--- config.mk ---
export PLATFORM = sky130hd
export DESIGN_NAME = conv_accum
export DESIGN_NICKNAME = d
export VERILOG_FILES = /design/src/rtl/conv_pkg.sv /design/src/rtl/conv_sm_add.sv /design/src/rtl/conv_accum.sv
export SDC_FILE = /design/constraint.sdc
export NUM_CORES = 1
export LEC_CHECK = 0
export CAP_MARGIN = 25
export CORE_MARGIN = 8
export CORE_UTILIZATION = 64
export CTS_BUF_LIST = sky130_fd_sc_hd__clkbuf_2
export CTS_CLUSTER_DIAMETER = 60
export DETAILED_ROUTE_END_ITERATION = 8
export PLACE_DENSITY = 0.95
export RECOVER_POWER = 100
export SYNTH_ARGS = -nofsm -noshare
export SYNTH_HDL_FRONTEND = slang
export SYNTH_SLANG_ARGS = --single-unit
--- constraint.sdc ---
create_clock -name clk -period 7.5 [get_ports clk]
set_input_delay 1.875 -clock clk [delete_from_list [all_inputs] [get_ports clk]]
set_output_delay 1.875 -clock clk [all_outputs]
set_load 0.02 [all_outputs]
--- src/rtl/conv_pkg.sv ---
// Shared constants and state encoding for the conv_accum sign-magnitude accumulator.
package conv_pkg;

  localparam int WIDTH_DEF = 9;
  localparam int TERMS_DEF = 9;

  typedef enum logic [1:0] {
    IDLE  = 2'd0,
    ACCUM = 2'd1,
    HOLD  = 2'd2
  } state_t;

endpackage

--- src/rtl/conv_sm_add.sv ---
// Combinational sign-magnitude adder: MSB is the sign, the rest the magnitude.
// The carry is reported only for same-sign adds, and a zero result is always +0.
module conv_sm_add #(
  parameter int DW = 18
) (
  input  logic [DW-1:0] a_i,
  input  logic [DW-1:0] b_i,
  output logic [DW-1:0] sum_o,
  output logic          carry_o
);

  localparam int MW = DW - 1;

  logic [MW:0]   add_s;
  logic [MW-1:0] mag_s;
  logic          sign_s;

  // Same signs add magnitudes; differing signs subtract the smaller from the larger.
  always_comb begin
    add_s   = {1'b0, a_i[MW-1:0]} + {1'b0, b_i[MW-1:0]};
    carry_o = 1'b0;
    mag_s   = {MW{1'b0}};
    sign_s  = 1'b0;
    if (a_i[MW] == b_i[MW]) begin
      mag_s   = add_s[MW-1:0];
      carry_o = add_s[MW];
      sign_s  = a_i[MW];
    end else if (a_i[MW-1:0] >= b_i[MW-1:0]) begin
      mag_s  = a_i[MW-1:0] - b_i[MW-1:0];
      sign_s = a_i[MW];
    end else begin
      mag_s  = b_i[MW-1:0] - a_i[MW-1:0];
      sign_s = b_i[MW];
    end
    sum_o = {sign_s & (|mag_s), mag_s};
  end

endmodule

--- src/rtl/conv_accum.sv ---
// Accumulates TERMS sign-magnitude products per output with valid/ready handshakes.
// Define CONV_ACCUM_SAT_EN to saturate on magnitude overflow and report it on out_overflow.
module conv_accum
  import conv_pkg::*;
#(
  parameter int WIDTH = WIDTH_DEF,
  parameter int TERMS = TERMS_DEF
) (
  input  logic                 clk,
  input  logic                 rst,
  input  logic                 in_valid,
  output logic                 in_ready,
  input  logic [2*WIDTH-1:0]   in_data,
  output logic                 out_valid,
  input  logic                 out_ready,
  output logic [2*WIDTH-1:0]   out_data,
  output logic                 out_overflow
);

  localparam int DW = 2 * WIDTH;
  localparam int MW = DW - 1;
  localparam int CW = $clog2(TERMS + 1);

  state_t          state_q, state_d;
  logic [CW-1:0]   count_q, count_d;
  logic [DW-1:0]   acc_q, acc_d;
  logic            ovf_q, ovf_d;
  logic            rdy_q, rdy_d;
  logic            vld_q, vld_d;

  logic [DW-1:0]   sum_s;
  logic            carry_s;
  logic [DW-1:0]   new_acc_s;
  logic            ovf_evt_s;
  logic            accept_s;

  conv_sm_add #(.DW(DW)) u_add (
    .a_i     (acc_q),
    .b_i     (in_data),
    .sum_o   (sum_s),
    .carry_o (carry_s)
  );

`ifdef CONV_ACCUM_SAT_EN
  assign new_acc_s = carry_s ? {sum_s[DW-1], {MW{1'b1}}} : sum_s;
  assign ovf_evt_s = carry_s;
`else
  logic carry_unused_s;
  assign carry_unused_s = carry_s;
  assign new_acc_s      = sum_s;
  assign ovf_evt_s      = 1'b0;
`endif

  assign accept_s = in_valid && rdy_q;

  // Next-state logic; ready and valid are derived from the state being entered.
  always_comb begin
    state_d = state_q;
    count_d = count_q;
    acc_d   = acc_q;
    ovf_d   = ovf_q;
    case (state_q)
      IDLE, ACCUM: begin
        if (accept_s) begin
          acc_d   = new_acc_s;
          ovf_d   = ovf_q | ovf_evt_s;
          count_d = count_q + CW'(1'b1);
          if (count_q == CW'(TERMS - 1)) begin
            state_d = HOLD;
          end else begin
            state_d = ACCUM;
          end
        end else begin
          state_d = state_q;
        end
      end
      HOLD: begin
        if (vld_q && out_ready) begin
          state_d = IDLE;
          count_d = {CW{1'b0}};
          acc_d   = {DW{1'b0}};
          ovf_d   = 1'b0;
        end else begin
          state_d = HOLD;
        end
      end
      default: begin
        state_d = IDLE;
        count_d = {CW{1'b0}};
        acc_d   = {DW{1'b0}};
        ovf_d   = 1'b0;
      end
    endcase
    rdy_d = (state_d != HOLD);
    vld_d = (state_d == HOLD);
  end

  // State and output registers.
  always_ff @(posedge clk or posedge rst) begin
    if (rst) begin
      state_q <= IDLE;
      count_q <= {CW{1'b0}};
      acc_q   <= {DW{1'b0}};
      ovf_q   <= 1'b0;
      rdy_q   <= 1'b0;
      vld_q   <= 1'b0;
    end else begin
      state_q <= state_d;
      count_q <= count_d;
      acc_q   <= acc_d;
      ovf_q   <= ovf_d;
      rdy_q   <= rdy_d;
      vld_q   <= vld_d;
    end
  end

  assign in_ready     = rdy_q;
  assign out_valid    = vld_q;
  assign out_data     = acc_q;
  assign out_overflow = ovf_q;

endmodule

==> results by group, run 1 <==
Status
  – Outcome: complete, but fails checks
  – Violated checks: max-capacitance violations, max-slew violations

Floorplan
  – Placement row count: 28
  – Core Footprint: 5851 µm²
  – Total die area: 8675 µm²
  – Die span in y: 93.14 µm
  – Die X-Extent: 93.14 µm
  – Effective utilization at floorplan: 0.6510
  – IO Pins: 43

Route
  – Routed via count divided by cell count: 6.702
  – Number of vias in the routed layout: 3,941
  – Count of TritonRoute iterations in the first routing pass: 5
  – Routed length per placed instance: 19.31 µm
  – Number of DRC markers after the initial detailed-route iteration: 388
  – DRC violations left: 0
  – Final routed wirelength across all metal layers: 11.35 mm
  – Remaining number of nets flagged by the antenna check after routing: 0

Logic synthesis
  – Synth Cell Area: 3809 µm²
  – Top cells by count, synth: 53 x inv_1, 51 x ha_1, 38 x a21oi_1, 36 x nor2_1, 33 x o21ai_0
  – Synthesized flop and latch total: 26
  – Most numerous cell in the Yosys netlist: inv_1
  – Cell variety after synth: 88
  – FFs w/ async S/R, synth: 1.000
  – Ys Warns: 0
  – Area share of the leading cell type in the synthesized netlist: 0.1708
  – Synthesized area per cell: 7.805 µm²
  – Net count after synthesis: 564
  – Number of instances in the synthesized netlist: 488
  – Number of enable-type register cells in the synthesized netlist: 0
  – Top area cells in the synthesized netlist: dfrtp_1 17%, ha_1 17%, inv_1 5.2%, a21oi_1 5.0%, o21ai_0 4.3%
  – Most area-hungry cell type in the Yosys netlist: dfrtp_1
  – Most common flop cell mapped by yosys: dfrtp_1
  – Sequential share of the synthesized area: 0.1708

Placement
  – Port Buffer Count: 41
  – RD Place Congestion: 0.9774
  – Setup slack after placement: 1.408 ns
  – Total cell area at the placement stage: 4200 µm²
  – Detailed placement HPWL: 8.641 mm

Setup path
  – Maximum fanout along the worst path: 15
  – Kind of critical path: input port to flop
  – Minimum setup slack among reg-to-reg paths: 2.78 ns
  – R2r startpoint: out_data[3]
  – R2R depth: 11
  – Critical path data required time: 7.84 ns
  – Reg2Reg Capture Point: out_data[17]
  – Stage delay of the slowest cell on the critical path: 0.78 ns
  – Worst-path cell chain: dlygate4sd3_1 > inv_1 > ha_1 > nor2b_1 > o21bai_4 > a211oi_1 > o21a_1 > nor2_1 > mux2_1 > o21ai_0 > or3b_1 > a2111o_1 > o41a_1
  – Library cell contributing the largest single delay on the critical path: a211oi_1
  – Nature of the critical path startpoint: input port
  – WP data arrival: 6.75 ns
  – Endpoint kind of the worst setup timing path: flop

Clocking
  – Register clock-pin slew on the reported worst setup and hold paths: 0.30 ns
  – Post-cts sizing count: 0
  – Clock Root Buffer: clkbuf_2
  – Number of buffers inserted during clock tree synthesis: 3
  – Clock latency of the later-clocked register in the worst-skew pair: 0.41 ns
  – Total clock sinks: 26
  – Cts-stage hold buffer count: 0
  – TritonCTS clock tree: built
  – Max H-tree Level: 1
  – Clk buf depth: 2
  – Number of buffers inserted to repair setup after CTS: 0

Final layout
  – Number of antenna diodes: 0
  – Filler instances: 487
  – Fraction of layout cells with a size suffix above 1: 0.04288
  – Util after Layout: 0.7171
  – Area of all placed cells without fillers: 4195 µm²
  – Final nets: 590
  – Area growth from synthesis to final layout: 10.15%

STA
  – Pins Over Slew Limit: 27
  – Setup total negative slack: 0 ns
  – RSZ-0062 raised after global routing: no
  – Final hold violation count: 0
  – Rel. slew slack: -0.05613
  – Final clock period utilization by the worst path: 0.8541
  – Clock period minus worst slack: 6.406 ns
  – Final critical-path setup slack: 1.094 ns
  – Worst-margin pin slew: 1.584 ns
  – Peak clock frequency supported by timing: 0.1561 GHz
  – Final clock skew: 0.008690 ns
  – Total setup violations reported at the end of the flow: 0

Power and ir drop
  – Leak: 1.933 nW
  – Total power per unit cell area: 456.2 nW/µm²
  – PnR Total Power: 0.001914 W
  – IR Drop Worst-Case VDD: 0.0003232 V

GRT
  – Global-route usage over all layers: 0.2622
  – GR Overflow Total: 0
  – Largest net degree at the start of global routing: 27
  – First-pass GRT wire length: 18.53 mm
  – Number of antenna violations at the first check in global routing: 0
  – Number of global-route vias before repair: 3,675

Min path
  – Cell depth of the worst min-delay path: 1
  – Worst Hold Class: flop to flop
  – Destination of the worst hold path: count_q[3]
  – Launch instance of the worst min-delay path: count_q[3]

Run
  – Number of maximum-capacitance constraint violations: 1
-- per-layer routing --
| layer | vias up | GRT usage | routed length (µm) |
|---|---|---|---|
| met5 | - | 0 | 0 |
| met4 | 0 | 0.08322 | 255 |
| met3 | 30 | 0.04888 | 982 |
| met2 | 228 | 0.4142 | 5135 |
| met1 | 1857 | 0.3515 | 4978 |
| li1 | 1826 | - | - |
-- worst max-delay path, delay by kind of cell --
| family | cells | cell delay (ns) |
|---|---|---|
| AOI/OAI and AO/OA | 6 | 2.35 |
| adders and majority gates | 1 | 0.36 |
| buffers and inverters | 2 | 0.82 |
| muxes | 1 | 0.38 |
| and+or+nand+nor | 3 | 0.95 |
-- where the power goes --
group	total, W	switching (W)	internal, W
clock	0.0000989	0.0000531	0.0000458
combinational	0.00153	0.000934	0.000592
sequential	0.000289	0.0000839	0.000205
total	0.00191	0.00107	0.000843
-- cell families after synthesis --
| kind of cell | after synthesis | share of synthesized area |
|---|---|---|
| DFF | 26 | 0.1708 |
| muxes | 2 | 0.006569 |
| and+or+nand+nor | 136 | 0.1856 |
| buffers and inverters | 79 | 0.09165 |
| adders and majority gates | 54 | 0.1833 |
| other | 1 | 0.0009846 |
| xor gates and xnor gates | 8 | 0.01840 |
| AOI/OAI and AO/OA | 182 | 0.3426 |
-- layout by cell type, fill, tap and decap left out, types with 3 or more instances in the layout --
| cell type | instances |
|---|---|
| a31oi_1 | 6 |
| a21oi_1 | 38 |
| a211oi_1 | 12 |
| nand2_1 | 31 |
| nor2b_1 | 3 |
| o31ai_1 | 6 |
| and3_1 | 3 |
| nor3_1 | 13 |
| nand3_1 | 11 |
| a211o_1 | 6 |
| o21bai_1 | 6 |
| nand4_1 | 3 |
| or3_1 | 5 |
| clkdlybuf4s50_1 | 17 |
| nand2b_1 | 8 |
| inv_1 | 53 |
| a221oi_1 | 3 |
| dfrtp_1 | 26 |
| a22o_1 | 9 |
| nor2_1 | 37 |
| xnor2_1 | 6 |
| o41ai_1 | 3 |
| o21ai_0 | 34 |
| ha_1 | 51 |
| fa_1 | 3 |
| o21a_1 | 3 |
| a21o_1 | 11 |
| dlygate4sd3_1 | 24 |
| clkbuf_2 | 3 |
| o211ai_1 | 5 |
| o21ai_1 | 4 |
-- worst max-delay path by stage --
stage                     slack (ns)  startpoint           end
final                           1.09  in_data[1]  out_data[17]
after global routing            0.86  in_data[1]  out_data[17]
after CTS                       1.87  in_data[6]  out_data[17]
after detailed placement        1.41  in_data[6]  out_data[17]
after global placement          1.53  in_data[6]  out_data[17]
after floorplan                 2.71  in_data[8]  out_data[17]
-- final cells by class --
cell class / count / area (µm²) / area share
sequential: 26 / 650.6 / 0.1551
tap: 75 / 93.84 / 0.02237
inverter: 55 / 206.4 / 0.04921
clock inverter: 1 / 30.03 / 0.007158
clock buffer: 3 / 15.01 / 0.003579
multi-input combinational: 383 / 2766 / 0.6594
timing repair buffer: 45 / 432.9 / 0.1032
-- stage by stage --
step / hold slack (ns) / instances
detailed placement: 0.4738 / 584
global route: 0.5232 / 588
CTS: 0.5026 / 588
floorplan: 0.4474 / 488
global placement: 0.4654 / 584
finish: 0.5010 / 588
-- sequential cells by signal, indices dropped and copies added, names as in the netlist --
| name | flops |
|---|---|
| state_q | 2 |
| out_valid | 1 |
| in_ready | 1 |
| count_q | 4 |
| out_data | 18 |
No activity file was read; power rests on OpenSTA's default activity.
==> run 2: changes to the inputs <==
--- a/config.mk
+++ b/config.mk
@@ -7,11 +7,11 @@
 export LEC_CHECK = 0
 export CAP_MARGIN = 25
 export CORE_MARGIN = 8
-export CORE_UTILIZATION = 64
+export CORE_UTILIZATION = 54
 export CTS_BUF_LIST = sky130_fd_sc_hd__clkbuf_2
 export CTS_CLUSTER_DIAMETER = 60
 export DETAILED_ROUTE_END_ITERATION = 8
-export PLACE_DENSITY = 0.95
+export PLACE_DENSITY = 0.88
 export RECOVER_POWER = 100
 export SYNTH_ARGS = -nofsm -noshare
 export SYNTH_HDL_FRONTEND = slang
==> constraint.sdc (replaced) <==
create_clock -name clk -period 5.2 [get_ports clk]
set_input_delay 1.3 -clock clk [delete_from_list [all_inputs] [get_ports clk]]
set_output_delay 1.3 -clock clk [all_outputs]
set_load 0.02 [all_outputs]
==> run 2 against run 1 <==
Effect of this change: the run now ends clean; critical path depth did not move; register-to-register slack got worse by 1.7 ns; clock power up 45%; sequential power up 44%; routed wire length increased by 1.9%; clock skew up 0.057 ns; total power up 52%; via count down 0.69%; final cell count rose by 7.5%; first-iteration DRC count decreased by 30%.
==> results by group, run 2 (synthesis results as in run 1) <==
Setup path
  – Critical path data required time: 5.49 ns (-2.35 ns)
  – End of the critical path: out_data[17]
  – Kind of critical path: input port to flop
  – Maximum fanout along the worst path: 10 (-5)
  – Stage delay of the slowest cell on the critical path: 0.63 ns (-0.15 ns)
  – Library cell contributing the largest single delay on the critical path: a211oi_2
  – Minimum setup slack among reg-to-reg paths: 1.13 ns (-1.65 ns)
  – R2r startpoint: out_data[6]
  – Worst-path cell chain: clkdlybuf4s50_1 > inv_1 > ha_1 > nand4_1 > nor4_4 > a211oi_2 > nand2_1 > nor3_1 > a211oi_1 > xnor2_1 > or3_1 > a2111o_1 > o41a_1
  – Endpoint kind of the worst setup timing path: flop
  – Reg2Reg Capture Point: out_data[17]
  – WP data arrival: 5.28 ns (-1.47 ns)
  – R2R depth: 11 (unchanged)
  – Nature of the critical path startpoint: input port
  – Crit path launch: in_data[7]

Power and ir drop
  – Fraction of power consumed by the clock network: 0.049 (-0.003)
  – Net Sw Power: 0.001581 W (+48%)
  – IR Drop Worst-Case VDD: 0.0003235 V (about the same)
  – Total power per unit cell area: 656.5 nW/µm² (+44%)
  – Combinational share of power: 0.808 (+0.011)
  – Pint: 0.001322 W (+57%)
  – Sw Ratio: 0.5445 (-0.01521)
  – Leak: 2.049 nW (+6.0%)
  – Sequential Power Share: 0.143 (-0.008)

Route
  – Routed length per placed instance: 18.31 µm (-5.2%)
  – Number of vias in the routed layout: 3,914 (-0.69%)
  – Remaining number of nets flagged by the antenna check after routing: 0 (unchanged)
  – Count of TritonRoute iterations in the first routing pass: 5 (unchanged)
  – DRC violations left: 0 (unchanged)
  – Routed via count divided by cell count: 6.193 (-7.6%)
  – Number of DRC markers after the initial detailed-route iteration: 271 (-30%)
  – Final routed wirelength across all metal layers: 11.57 mm (+1.9%)

STA
  – Final clock skew: 0.06590 ns (+0.05721 ns)
  – Final clock period utilization by the worst path: 0.9608
  – Worst-margin pin slew: 1.143 ns (-0.4417 ns)
  – RSZ-0062 raised after global routing: no
  – Clock period minus worst slack: 4.996 ns
  – Peak clock frequency supported by timing: 0.2001 GHz
  – Pins Over Slew Limit: 0 (-100%)
  – Total setup violations reported at the end of the flow: 0 (unchanged)
  – Final hold violation count: 0 (unchanged)
  – Worst Hold Margin: 0.5214 ns (+0.02045 ns)
  – Rel. slew slack: 0.2383 (+0.2944)

Floorplan
  – Total die area: 9996 µm² (+15%)
  – Placement row count: 30 (+7.1%)
  – IO Pins: 43 (unchanged)
  – Effective utilization at floorplan: 0.5606 (-0.09039)
  – Die X-Extent: 99.98 µm (+7.3%)
  – Die span in y: 99.98 µm (+7.3%)
  – Core Footprint: 6794 µm² (+16%)

GRT
  – Largest net degree at the start of global routing: 22 (-19%)
  – Number of antenna violations at the first check in global routing: 0 (unchanged)
  – First-pass GRT wire length: 19.06 mm (+2.8%)
  – Global-route usage over all layers: 0.2307 (-0.03148)
  – GR Overflow Total: 0 (unchanged)
  – Number of global-route vias before repair: 3,869 (+5.3%)

Clocking
  – Register clock-pin slew on the reported worst setup and hold paths: 0.26 ns (-0.04 ns)
  – Total clock sinks: 26 (unchanged)
  – Clock latency of the later-clocked register in the worst-skew pair: 0.43 ns (+0.02 ns)
  – Number of buffers inserted during clock tree synthesis: 3 (unchanged)
  – Clock Root Buffer: clkbuf_2
  – Max H-tree Level: 1 (unchanged)
  – Number of buffers inserted to repair setup after CTS: 0 (unchanged)
  – Post-cts sizing count: 0 (unchanged)
  – Clk buf depth: 2 (unchanged)
  – Cts-stage hold buffer count: 0 (unchanged)
  – TritonCTS clock tree: built

Run
  – Number of maximum-capacitance constraint violations: 0 (-1)

Placement
  – Total cell area at the placement stage: 4419 µm² (+5.2%)
  – Detailed placement HPWL: 9.305 mm (+7.7%)
  – RD Place Congestion: 0.9960 (+1.9%)
  – Port Buffer Count: 41 (unchanged)

Final layout
  – Final nets: 613 (+3.9%)
  – Number of antenna diodes: 0 (unchanged)
  – Most common cell after layout, fill and taps aside: inv_1
  – Max FFs per register: 18 (unchanged)
  – Fraction of layout cells with a size suffix above 1: 0.08955 (+0.04667)
  – Filler instances: 615 (+26%)
  – Area of all placed cells without fillers: 4422 µm² (+5.4%)
  – Commonest cells after routing, fill and taps aside: 53 x inv_1, 51 x ha_1, 38 x a21oi_1, 36 x nor2_1, 34 x o21ai_0
  – Area growth from synthesis to final layout: 16.10%

Min path
  – Worst Hold Class: flop to flop
  – Cell depth of the worst min-delay path: 1 (unchanged)
  – Launch instance of the worst min-delay path: count_q[3]

Status
  – Outcome: completed
[run 2: cell count changes in the layout (fill, tap and decap cells not counted), moves of 2 or more]
cell,previous run,this run
dlygate4sd3_1,24,22
buf_4,2,24
a211oi_1,12,10
clkdlybuf4s50_1,17,19
[run 2: power by group through the flow]
stage	registers, W	logic [W]	clock network (W)
floorplan	0.000484	0.00155	0
global placement	0.000415	0.00230	0
detailed placement	0.000423	0.00233	0
CTS	0.000418	0.00234	0.000143
global route	0.000435	0.00253	0.000150
finish	0.000416	0.00234	0.000143
[run 2: critical path, delay by kind of cell]
family,cells,cell delay [ns]
compound gates,4,1.44
xor+xnor,1,0.16
buf+inv,2,0.57
fa+ha+maj,1,0.43
simple gates,5,1.38
[run 2: layout make-up]
| type | instances | area [µm²] | share of cell area |
|---|---|---|---|
| Timing Repair Buffer | 68 | 601.8 | 0.1361 |
| Sequential cell | 26 | 650.6 | 0.1471 |
| Clock buffer | 3 | 15.01 | 0.003396 |
| Multi-Input combinational cell | 383 | 2798 | 0.6327 |
| Clock inverter | 1 | 30.03 | 0.006791 |
| Inverter | 55 | 206.4 | 0.04669 |
| Tap cell | 96 | 120.1 | 0.02716 |
[run 2: layer usage]
layer	wire [µm]	GRT usage
met5	0	0
met4	259	0.07558
met3	1020	0.04637
met2	5386	0.3838
met1	4907	0.2897
[run 2: worst min-delay path by stage]
stage	to	slack, ns
after CTS	count_q[3]	0.52
after global placement	count_q[3]	0.47
after floorplan	count_q[3]	0.45
after global routing	count_q[3]	0.54
after detailed placement	count_q[3]	0.49
final	count_q[3]	0.52
[run 2: metrics by stage]
step	total power [W]	TNS [ns]	util	worst slack, ns	instances
after floorplan	0.002032	0	-	0.9881	488
after global placement	0.002713	-0.01912	0.6464	-0.01912	627
final	0.002903	0	0.6508	0.2036	632
after global routing	0.003115	0	0.6508	0.1337	632
after detailed placement	0.002751	-0.04007	0.6505	-0.04007	628
after CTS	0.002904	0	0.6571	0.3846	632
==> run 3: changes to the inputs <==
--- a/config.mk
+++ b/config.mk
@@ -7,11 +7,11 @@
 export LEC_CHECK = 0
 export CAP_MARGIN = 25
 export CORE_MARGIN = 8
-export CORE_UTILIZATION = 54
+export CORE_UTILIZATION = 25
 export CTS_BUF_LIST = sky130_fd_sc_hd__clkbuf_2
 export CTS_CLUSTER_DIAMETER = 60
 export DETAILED_ROUTE_END_ITERATION = 8
-export PLACE_DENSITY = 0.88
+export PLACE_DENSITY = 0.51
 export RECOVER_POWER = 100
 export SYNTH_ARGS = -nofsm -noshare
 export SYNTH_HDL_FRONTEND = slang
==> run 3 against run 2 <==
Effect of this change: the run now ends with max-capacitance violations, max-slew violations left; sequential power about the same; maximum frequency is 2.2% higher; clock-buffer cell count did not move; setup slack better by 0.11 ns; worst hold slack worse by 0.016 ns; clock skew fell by 0.0041 ns; first-iteration DRC count rose by 2.6%; global-route usage fell by 10 points; sequential share of layout area down 0.49 points; final cell count increased by 16%; utilization fell by 35 points; largest cell class unchanged.
==> results by group, run 3 (synthesis results as in run 1) <==
Setup path
  – Path length in cells of the critical path: 13 (unchanged)
  – WP data arrival: 5.33 ns (+0.05 ns)
  – Reg2Reg Capture Point: out_data[17]
  – Most Frequent Cell on Critical Path: a21oi_1
  – Stage delay of the slowest cell on the critical path: 0.50 ns (-0.13 ns)
  – End of the critical path: out_data[17]
  – Minimum setup slack among reg-to-reg paths: 1.18 ns (+0.05 ns)
  – CP top delay family: compound AO/OA/AOI/OAI gates
  – Nature of the critical path startpoint: input port
  – R2R depth: 12 (+1)
  – Endpoint kind of the worst setup timing path: flop
  – Kind of critical path: input port to flop
  – Worst-path cell chain: clkdlybuf4s50_1 > inv_1 > ha_1 > a21oi_1 > a21oi_1 > nor3_1 > o21ai_0 > o311a_1 > a221oi_1 > nand2_1 > nand4b_1 > a2111o_1 > o41a_1
  – R2r startpoint: out_data[1]
  – Maximum fanout along the worst path: 10 (unchanged)
  – Critical path data required time: 5.64 ns (+0.15 ns)
  – Crit path launch: in_data[3]
  – Crit path buffers/inverters: 2 (unchanged)
  – Library cell contributing the largest single delay on the critical path: clkdlybuf4s50_1

Clocking
  – Post-cts sizing count: 0 (unchanged)
  – Cts-stage hold buffer count: 0 (unchanged)
  – Total clock sinks: 26 (unchanged)
  – Max H-tree Level: 1 (unchanged)
  – Clock Root Buffer: clkbuf_2
  – Clock latency of the later-clocked register in the worst-skew pair: 0.48 ns (+0.05 ns)
  – Clk buf depth: 2 (unchanged)
  – Number of buffers inserted to repair setup after CTS: 0 (unchanged)
  – Register clock-pin slew on the reported worst setup and hold paths: 0.40 ns (+0.14 ns)
  – Number of buffers inserted during clock tree synthesis: 3 (unchanged)
  – TritonCTS clock tree: built

STA
  – Final hold violation count: 0 (unchanged)
  – Clock period minus worst slack: 4.889 ns (-0.1076 ns)
  – RSZ-0062 raised after global routing: no
  – Total setup violations reported at the end of the flow: 0 (unchanged)
  – Final clock skew: 0.06179 ns (-0.004116 ns)
  – Pins Over Slew Limit: 27 (+27)
  – Worst-margin pin slew: 1.747 ns (+0.6043 ns)
  – Rel. slew slack: -0.1646 (-0.4029)
  – Final clock period utilization by the worst path: 0.9402 (-0.02070)
  – Peak clock frequency supported by timing: 0.2045 GHz (+2.2%)

Placement
  – RD Place Congestion: 0.9446 (-5.2%)
  – Detailed placement HPWL: 10.08 mm (+8.3%)
  – Port Buffer Count: 41 (unchanged)
  – Total cell area at the placement stage: 4559 µm² (+3.2%)
  – Placed Cells: 726 (+16%)

Power and ir drop
  – Sw Ratio: 0.5432 (-0.001388)
  – Combinational share of power: 0.808 (about the same)
  – Net Sw Power: 0.001608 W (+1.7%)
  – Leak: 2.076 nW (+1.3%)
  – Total power per unit cell area: 647.3 nW/µm² (-1.4%)
  – Sequential Power Share: 0.139 (-0.004)
  – Pint: 0.001352 W (+2.3%)
  – IR Drop Worst-Case VDD: 0.0001867 V (-42%)
  – Fraction of power consumed by the clock network: 0.053 (+0.004)

Final layout
  – Post-Layout Cell Count: 730 (+16%)
  – Commonest cells after routing, fill and taps aside: 53 x inv_1, 51 x ha_1, 38 x a21oi_1, 36 x nor2_1, 34 x o21ai_0
  – Area used by sequential logic in the layout: 650.6 µm² (unchanged)
  – Final nets: 619 (+0.98%)
  – Fraction of layout cells with a size suffix above 1: 0.09779 (+0.008234)
  – Most common cell after layout, fill and taps aside: inv_1
  – Area of all placed cells without fillers: 4573 µm² (+3.4%)
  – Max FFs per register: 18 (unchanged)
  – Multi-input combinational cell area: 2789 µm² (-0.31%)
  – Filler instances: 1,589 (+160%)
  – Area growth from synthesis to final layout: 20.07%
  – Number of antenna diodes: 0 (unchanged)

GRT
  – Largest net degree at the start of global routing: 27 (+23%)
  – First-pass GRT wire length: 20.58 mm (+8.0%)
  – Global-route usage over all layers: 0.1300 (-0.1008)
  – Number of global-route vias before repair: 3,816 (-1.4%)
  – GR Overflow Total: 0 (unchanged)
  – Number of antenna violations at the first check in global routing: 0 (unchanged)

Min path
  – Worst Hold Class: flop to flop
  – Cell depth of the worst min-delay path: 1 (unchanged)

Status
  – Violated checks: max-capacitance violations, max-slew violations
  – Outcome: complete, but fails checks

Route
  – Routed via count divided by cell count: 5.349 (-14%)
  – Number of DRC markers after the initial detailed-route iteration: 278 (+2.6%)
  – DRC violations left: 0 (unchanged)
  – Final routed wirelength across all metal layers: 12.93 mm (+12%)
  – Number of vias in the routed layout: 3,905 (-0.23%)
  – Remaining number of nets flagged by the antenna check after routing: 0 (unchanged)
  – Count of TritonRoute iterations in the first routing pass: 5 (unchanged)
  – Routed length per placed instance: 17.71 µm (-3.3%)

Floorplan
  – Placement row count: 45 (+50%)
  – IO Pins: 43 (unchanged)
  – Effective utilization at floorplan: 0.2533 (-0.3072)
  – Core Footprint: 15,030 µm² (+120%)
  – Die span in y: 139.4 µm (+39%)
  – Die X-Extent: 139.4 µm (+39%)
  – Total die area: 19,440 µm² (+94%)

Run
  – Number of maximum-capacitance constraint violations: 1 (+1)
## run 3: per-stage QoR
step | util | worst slack [ns] | TNS (ns) | hold WS [ns] | power, W
2_1_floorplan | - | 0.9881 | 0 | 0.4474 | 0.002032
3_3_place_gp | 0.3033 | -0.01203 | -0.01203 | 0.4711 | 0.002844
3_5_place_dp | 0.3033 | -0.08519 | -0.08519 | 0.4767 | 0.002833
4_1_cts | 0.3063 | 0.5117 | 0 | 0.5060 | 0.003008
5_1_grt | 0.3042 | 0.1843 | 0 | 0.5308 | 0.003209
6_report | 0.3042 | 0.3112 | 0 | 0.5056 | 0.002960
## run 3: power groups by stage
stage	clock (W)	sequential, W	combinational (W)
floorplan	0	0.000484	0.00155
global placement	0	0.000419	0.00242
detailed placement	0	0.000424	0.00241
CTS	0.000162	0.000419	0.00243
global route	0.000167	0.000437	0.00261
finish	0.000156	0.000413	0.00239
## run 3: per-layer routing
metal	wire (µm)	vias up	track usage	share of wire
met2	5803	169	0.2104	0.45
li1	-	1875	-	-
met4	263	0	0.04102	0.020
met3	860	17	0.02565	0.067
met5	0	-	0	0
met1	5998	1844	0.1699	0.46
## run 3: worst min-delay path by stage
stage | startpoint | end
after floorplan | count_q[3] | count_q[3]
after global placement | count_q[3] | count_q[3]
after detailed placement | count_q[3] | count_q[3]
after CTS | count_q[3] | count_q[3]
after global routing | count_q[3] | count_q[3]
final | count_q[3] | count_q[3]
## run 3: final cells by class
type                    instances  area share
multi-input cells             383      0.6098
flip-flops and latches         26      0.1423
repair buffers                 74      0.1414
well taps                     188     0.05144
inverters                      55     0.04514
clock inverters                 1    0.006566
clock buffers                   3    0.003283
